File: config.mk
export PLATFORM = sky130hd
export DESIGN_NAME = alu_md
export DESIGN_NICKNAME = d
export VERILOG_FILES = /design/src/rtl/alu_pkg.sv /design/src/rtl/alu_md_iter.sv /design/src/rtl/alu_md.sv
export SDC_FILE = /design/constraint.sdc
export NUM_CORES = 1
export LEC_CHECK = 0
export ABC_AREA = 1
export BUFFER_PORTS_ARGS = -buffer_cell sky130_fd_sc_hd__buf_2
export CORE_UTILIZATION = 30
export CTS_BUF_LIST = sky130_fd_sc_hd__clkbuf_8 sky130_fd_sc_hd__clkbuf_16
export CTS_CLUSTER_SIZE = 14
export DETAILED_ROUTE_END_ITERATION = 6
export GPL_TIMING_DRIVEN = 0
export SETUP_SLACK_MARGIN = 0.1
export SLEW_MARGIN = 5
export SYNTH_ARGS = -nofsm -noshare
export SYNTH_HDL_FRONTEND = slang
export SYNTH_SLANG_ARGS = --single-unit
File: constraint.sdc
create_clock -name clk -period 5.4 [get_ports clk]
set_clock_uncertainty 0.2 [all_clocks]
set_input_delay 1.08 -clock clk [delete_from_list [all_inputs] [get_ports clk]]
set_output_delay 1.08 -clock clk [all_outputs]
set_load 0.01 [all_outputs]
File: src/rtl/alu_pkg.sv
// Shared constants for the registered EX-stage ALU with iterative multiply/divide.
package alu_pkg;
    localparam int WIDTH_DEF = 32;

    localparam logic [3:0] FN_ADD   = 4'b0000;
    localparam logic [3:0] FN_SUB   = 4'b0001;
    localparam logic [3:0] FN_OR    = 4'b0010;
    localparam logic [3:0] FN_AND   = 4'b0011;
    localparam logic [3:0] FN_XOR   = 4'b0100;
    localparam logic [3:0] FN_XNOR  = 4'b0101;
    localparam logic [3:0] FN_SLT   = 4'b0110;
    localparam logic [3:0] FN_LUI   = 4'b0111;
    localparam logic [3:0] FN_MULT  = 4'b1000;
    localparam logic [3:0] FN_MULTU = 4'b1001;
    localparam logic [3:0] FN_DIV   = 4'b1010;
    localparam logic [3:0] FN_DIVU  = 4'b1011;
    localparam logic [3:0] FN_MFHI  = 4'b1100;
    localparam logic [3:0] FN_MFLO  = 4'b1101;
    localparam logic [3:0] FN_SLTU  = 4'b1110;

    localparam logic [1:0] ST_IDLE = 2'd0;
    localparam logic [1:0] ST_CALC = 2'd1;
    localparam logic [1:0] ST_FIX  = 2'd2;
endpackage

File: src/rtl/alu_md_iter.sv
// Radix-2 iterative multiply / restoring divide on operand magnitudes, signs applied in FIX.
module md_iter
    import alu_pkg::*;
#(
    parameter int WIDTH = WIDTH_DEF
) (
    input  logic             clk,
    input  logic             rst_n,
    input  logic             start,
    input  logic             abort,
    input  logic             is_div,
    input  logic             is_signed,
    input  logic [WIDTH-1:0] a,
    input  logic [WIDTH-1:0] b,
    output logic             idle,
    output logic             done,
    output logic [WIDTH-1:0] res_hi,
    output logic [WIDTH-1:0] res_lo
);
    localparam int CW = $clog2(WIDTH);

    logic [1:0]       state;
    logic [CW-1:0]    cnt;
    logic [WIDTH-1:0] acc, sh, opd;
    logic             div_mode, neg_p, neg_r, dz;

    logic             a_neg, b_neg;
    logic [WIDTH-1:0] mag_a, mag_b;
    logic [WIDTH:0]   mul_sum, div_rsh, div_diff;
    logic [2*WIDTH-1:0] prod, prod_s;
    logic [WIDTH-1:0] quo, rem;

    assign a_neg = is_signed & a[WIDTH-1];
    assign b_neg = is_signed & b[WIDTH-1];
    assign mag_a = a_neg ? -a : a;
    assign mag_b = b_neg ? -b : b;

    // mult: acc:sh is the running product, sh starts as the multiplier
    // div:  acc is the partial remainder, sh shifts dividend out and quotient in
    assign mul_sum  = {1'b0, acc} + (sh[0] ? {1'b0, opd} : '0);
    assign div_rsh  = {acc, sh[WIDTH-1]};
    assign div_diff = div_rsh - {1'b0, opd};

    assign prod   = {acc, sh};
    assign prod_s = neg_p ? -prod : prod;
    // divide by zero leaves an all-ones quotient regardless of signs
    assign quo    = (neg_p && !dz) ? -sh : sh;
    assign rem    = neg_r ? -acc : acc;

    assign res_hi = div_mode ? rem : prod_s[2*WIDTH-1:WIDTH];
    assign res_lo = div_mode ? quo : prod_s[WIDTH-1:0];
    assign idle   = (state == ST_IDLE);
    assign done   = (state == ST_FIX) && !abort;

    always_ff @(posedge clk or negedge rst_n) begin
        if (!rst_n) begin
            state    <= ST_IDLE;
            cnt      <= '0;
            acc      <= '0;
            sh       <= '0;
            opd      <= '0;
            div_mode <= 1'b0;
            neg_p    <= 1'b0;
            neg_r    <= 1'b0;
            dz       <= 1'b0;
        end else if (abort) begin
            state <= ST_IDLE;
        end else begin
            case (state)
                ST_IDLE: if (start) begin
                    state    <= ST_CALC;
                    cnt      <= CW'(WIDTH - 1);
                    acc      <= '0;
                    sh       <= is_div ? mag_a : mag_b;
                    opd      <= is_div ? mag_b : mag_a;
                    div_mode <= is_div;
                    neg_p    <= a_neg ^ b_neg;
                    neg_r    <= a_neg;
                    dz       <= (b == '0);
                end
                ST_CALC: begin
                    if (div_mode) begin
                        if (!div_diff[WIDTH]) begin
                            acc <= div_diff[WIDTH-1:0];
                            sh  <= {sh[WIDTH-2:0], 1'b1};
                        end else begin
                            acc <= div_rsh[WIDTH-1:0];
                            sh  <= {sh[WIDTH-2:0], 1'b0};
                        end
                    end else begin
                        acc <= mul_sum[WIDTH:1];
                        sh  <= {mul_sum[0], sh[WIDTH-1:1]};
                    end
                    cnt <= cnt - 1'b1;
                    if (cnt == '0) state <= ST_FIX;
                end
                ST_FIX:  state <= ST_IDLE;
                default: state <= ST_IDLE;
            endcase
        end
    end
endmodule

File: src/rtl/alu_md.sv
// Registered EX-stage ALU: single-cycle logic/arith ops plus iterative mult/div into HI/LO.
module alu_md
    import alu_pkg::*;
#(
    parameter int WIDTH = WIDTH_DEF
) (
    input  logic             clk,
    input  logic             rst_n,
    input  logic             in_valid,
    output logic             in_ready,
    input  logic [3:0]       func,
    input  logic [WIDTH-1:0] in1,
    input  logic [WIDTH-1:0] in2,
    input  logic             flush,
    output logic [WIDTH-1:0] result,
    output logic             out_valid,
    output logic [WIDTH-1:0] hi,
    output logic [WIDTH-1:0] lo
);
    localparam int HALF = WIDTH / 2;

    logic             accept, is_md, md_done, md_idle;
    logic [WIDTH-1:0] alu_out, md_hi, md_lo;

    assign accept   = in_valid && in_ready && !flush;
    assign is_md    = (func[3:2] == 2'b10);
    assign in_ready = md_idle;

    always_comb begin
        alu_out = '0;
        case (func)
            FN_ADD:  alu_out = in1 + in2;
            FN_SUB:  alu_out = in1 - in2;
            FN_OR:   alu_out = in1 | in2;
            FN_AND:  alu_out = in1 & in2;
            FN_XOR:  alu_out = in1 ^ in2;
            FN_XNOR: alu_out = ~(in1 ^ in2);
            FN_SLT:  alu_out = {{(WIDTH-1){1'b0}}, $signed(in1) < $signed(in2)};
            FN_LUI:  alu_out = {in2[HALF-1:0], {HALF{1'b0}}};
            FN_MFHI: alu_out = hi;
            FN_MFLO: alu_out = lo;
            FN_SLTU: alu_out = {{(WIDTH-1){1'b0}}, in1 < in2};
            default: alu_out = '0;
        endcase
    end

    md_iter #(.WIDTH(WIDTH)) u_md (
        .clk       (clk),
        .rst_n     (rst_n),
        .start     (accept && is_md),
        .abort     (flush),
        .is_div    (func[1]),
        .is_signed (~func[0]),
        .a         (in1),
        .b         (in2),
        .idle      (md_idle),
        .done      (md_done),
        .res_hi    (md_hi),
        .res_lo    (md_lo)
    );

    always_ff @(posedge clk or negedge rst_n) begin
        if (!rst_n) begin
            result    <= '0;
            out_valid <= 1'b0;
            hi        <= '0;
            lo        <= '0;
        end else begin
            out_valid <= 1'b0;
            if (accept && !is_md) begin
                result    <= alu_out;
                out_valid <= 1'b1;
            end
            if (md_done) begin
                hi        <= md_hi;
                lo        <= md_lo;
                result    <= '0;
                out_valid <= 1'b1;
            end
        end
    end
endmodule

==> out/metrics.cfg <==
[placement]
dp_slack_ps = 870
place_congestion = 1.12
place_hpwl_um = 125000
io_buffers = 168

[detailed_routing]
drt_iter0_markers = 4174
ant_nets = 0
drtPass1Iterations = 6
wl_um = 150000
drc = 0
wl_per_cell_um = 25.1
vias = 32600
viasPerCell = 5.46

[global_routing]
grt_pass1_vias = 30700
antenna_found_initial = 2
grt_max_degree = 103
grt-ovfl-total = 0
grt_pass1_wl_um = 213000
track_usage_pct = 32.8

[floorplan]
ios = 170
dieArea_um2 = 88100
rows = 107
start_util_pct = 30.4
die_w_um = 297
core_area_um2 = 85700
die_h_um = 297

[worst_setup_path]
arrival_ps = 4360
worst-path-stages = 15
cp_slowest_stage_delay_ps = 520
critical_path.most_common_cell = nand2_1
crit_fanout = 8
reg2reg_to = u_md.acc[31]
regToRegStartpoint = u_md.sh[31]
r2r_slack_ps = 1670
worstPathRequired_ps = 5660
crit_type = in -> reg
cp_cell_sequence = buf_2, inv_1, ha_1, clkbuf_1, nand2_1, nor2_1, nand3_1, nand2_1, nand2_1, nand2_1, nand2_1, nand3_1, nand3_1, nand2_1, nand2_1
cp_top_family = simple AND/OR/NAND/NOR gates
worst_path_max_delay_cell = nor2_1
reg2reg_depth = 19
end_kind = flip-flop
start_kind = primary input
crit_buf_inv = 3

[logic_synthesis]
syn_nets = 4862
synthCells = 4613
synth.distinct_cells = 55
syn_avg_cell_area_um2 = 5.66
ys_ff_latch = 204
synth-edff-count = 0
yosysWarnings = 0
ys_seq_area_share_pct = 19.6
netlist_area_um2 = 26100
async_flop_share_pct = 100
synth_ff_type = dfrtp_1

[clock_tree]
ctsResizeCount = 0
clock-sinks = 204
cts_tree = built
cts-root-buf = clkbuf_16
insertion_delay_ps = 600
cts_buffer_depth = 3
htree_levels = 1
postCtsSetupBuffers = 0
cts_buffers = 28
path_clk_slew_ps = 60
ctsHoldBuffers = 0

[sta]
period_minus_slack_ps = 4100
timing.slew.headroom_pct = 33.0
fin_ws_ps = 1300
setup_violations = 0
max_freq_mhz = 244
fin_crit_sh_pct = 75.9
tns_ps = 0
hold_viol_final = 0
rsz0062_at_grt = false
slew_viol_final = 0
worstMarginPinSlew_ps = 1000

[status]
status = finished, final reports clean

[layout]
area_growth_pct = 12.9
nNetsFinal = 5062
final_common_cell = nand2_1
post-route-util_pct = 34.4
final_cell_mix = nand2_1, inv_1, nor2_1, nand3_1, o21ai_0
drive_above_1_share_pct = 5.88

[power]
seq_power_share_pct = 21.2
pwr-share-comb_pct = 62.0
power.share.clock_pct = 16.9
leakagePower_nw = 15.4
p_sw_share_pct = 56.3
power_density_nw_per_um2 = 420
intPower_mw = 5.40
vdd_drop_max_mv = 0.234
p_sw_mw = 6.96

[worst_hold_path]
hp-class = in -> async

[run]
cap_violations = 0

-- cell families after synthesis --
family | after synthesis | synth area share (%)
flops | 204 | 19.6
xor+xnor | 88 | 2.95
fa+ha+maj | 177 | 8.60
buf+inv | 803 | 11.7
simple gates | 2648 | 41.8
compound gates | 693 | 15.3
-- layer usage --
metal  track usage, %  wire length (um)
met5                0                 0
met4             21.2             11700
met1             41.4             59800
met2             51.3             65100
met3             5.96             13600
-- per-stage QoR --
step           power (mW)  instances  hold WS, ps  area, um^2
2_1_floorplan        7.24       4613          247       26100
3_3_place_gp         9.99       5925          259       28400
3_5_place_dp         9.99       5927          261       28400
4_1_cts              12.1       5978         83.2       29400
5_1_grt              13.1       5978         85.0       29400
6_report             12.4       5979          101       29400
-- layout make-up --
class / count / area [um^2]
Sequential cell: 204 / 5100
Inverter: 643 / 2410
Antenna cell: 1 / 2.50
Tap cell: 1144 / 1430
Clock buffer: 35 / 797
Timing Repair Buffer: 170 / 906
Buffer: 160 / 646
Clock inverter: 16 / 224
Multi-Input combinational cell: 3606 / 17900
Fill cell: 9834 / 56200
-- registers in the layout (all words and copies together) (netlist names), 2 cells and up --
| register | count |
|---|---|
| u_md.opd | 32 |
| u_md.state | 2 |
| result | 32 |
| u_md.cnt | 5 |
| lo | 32 |
| hi | 32 |
| u_md.acc | 32 |
| u_md.sh | 32 |
-- Yosys cell counts, types with 11 or more instances --
cell | instances | share of area, %
a21oi_1 | 219 | 4.2
a22oi_1 | 17 | 0.49
a31oi_1 | 32 | 0.77
buf_1 | 21 | 0.30
buf_2 | 20 | 0.38
clkbuf_1 | 113 | 1.6
dfrtp_1 | 204 | 20
ha_1 | 173 | 8.3
inv_1 | 627 | 9.0
inv_2 | 15 | 0.22
nand2_1 | 1523 | 22
nand3_1 | 449 | 8.6
nand3b_1 | 14 | 0.40
nand4_1 | 50 | 1.2
nor2_1 | 509 | 7.3
nor3_1 | 58 | 1.1
nor4_1 | 11 | 0.26
o2111ai_1 | 11 | 0.37
o211ai_1 | 51 | 1.5
o21ai_0 | 229 | 4.4
o21ai_1 | 29 | 0.56
o21bai_1 | 21 | 0.60
o221ai_1 | 18 | 0.60
o22ai_1 | 26 | 0.62
xor2_1 | 78 | 2.6
-- power by group through the flow --
stage	combinational, mW	clock, mW	sequential [mW]
2_1_floorplan	5.03	0	2.22
3_3_place_gp	7.40	0	2.59
3_5_place_dp	7.40	0	2.59
4_1_cts	7.44	2.09	2.56
5_1_grt	8.37	2.16	2.60
6_report	7.66	2.09	2.62
-- how the worst max path moves through the flow --
stage | startpoint | endpoint | slack (ps)
finish | in2[11] | result[30] | 1300
global route | in2[11] | result[30] | 1360
CTS | in2[31] | result[0] | 1450
detailed placement | in2[31] | result[0] | 870
global placement | rst_n | u_md.sh[20] | -840
floorplan | in2[4] | result[13] | 2400
No activity file was read; power rests on OpenSTA's default activity.
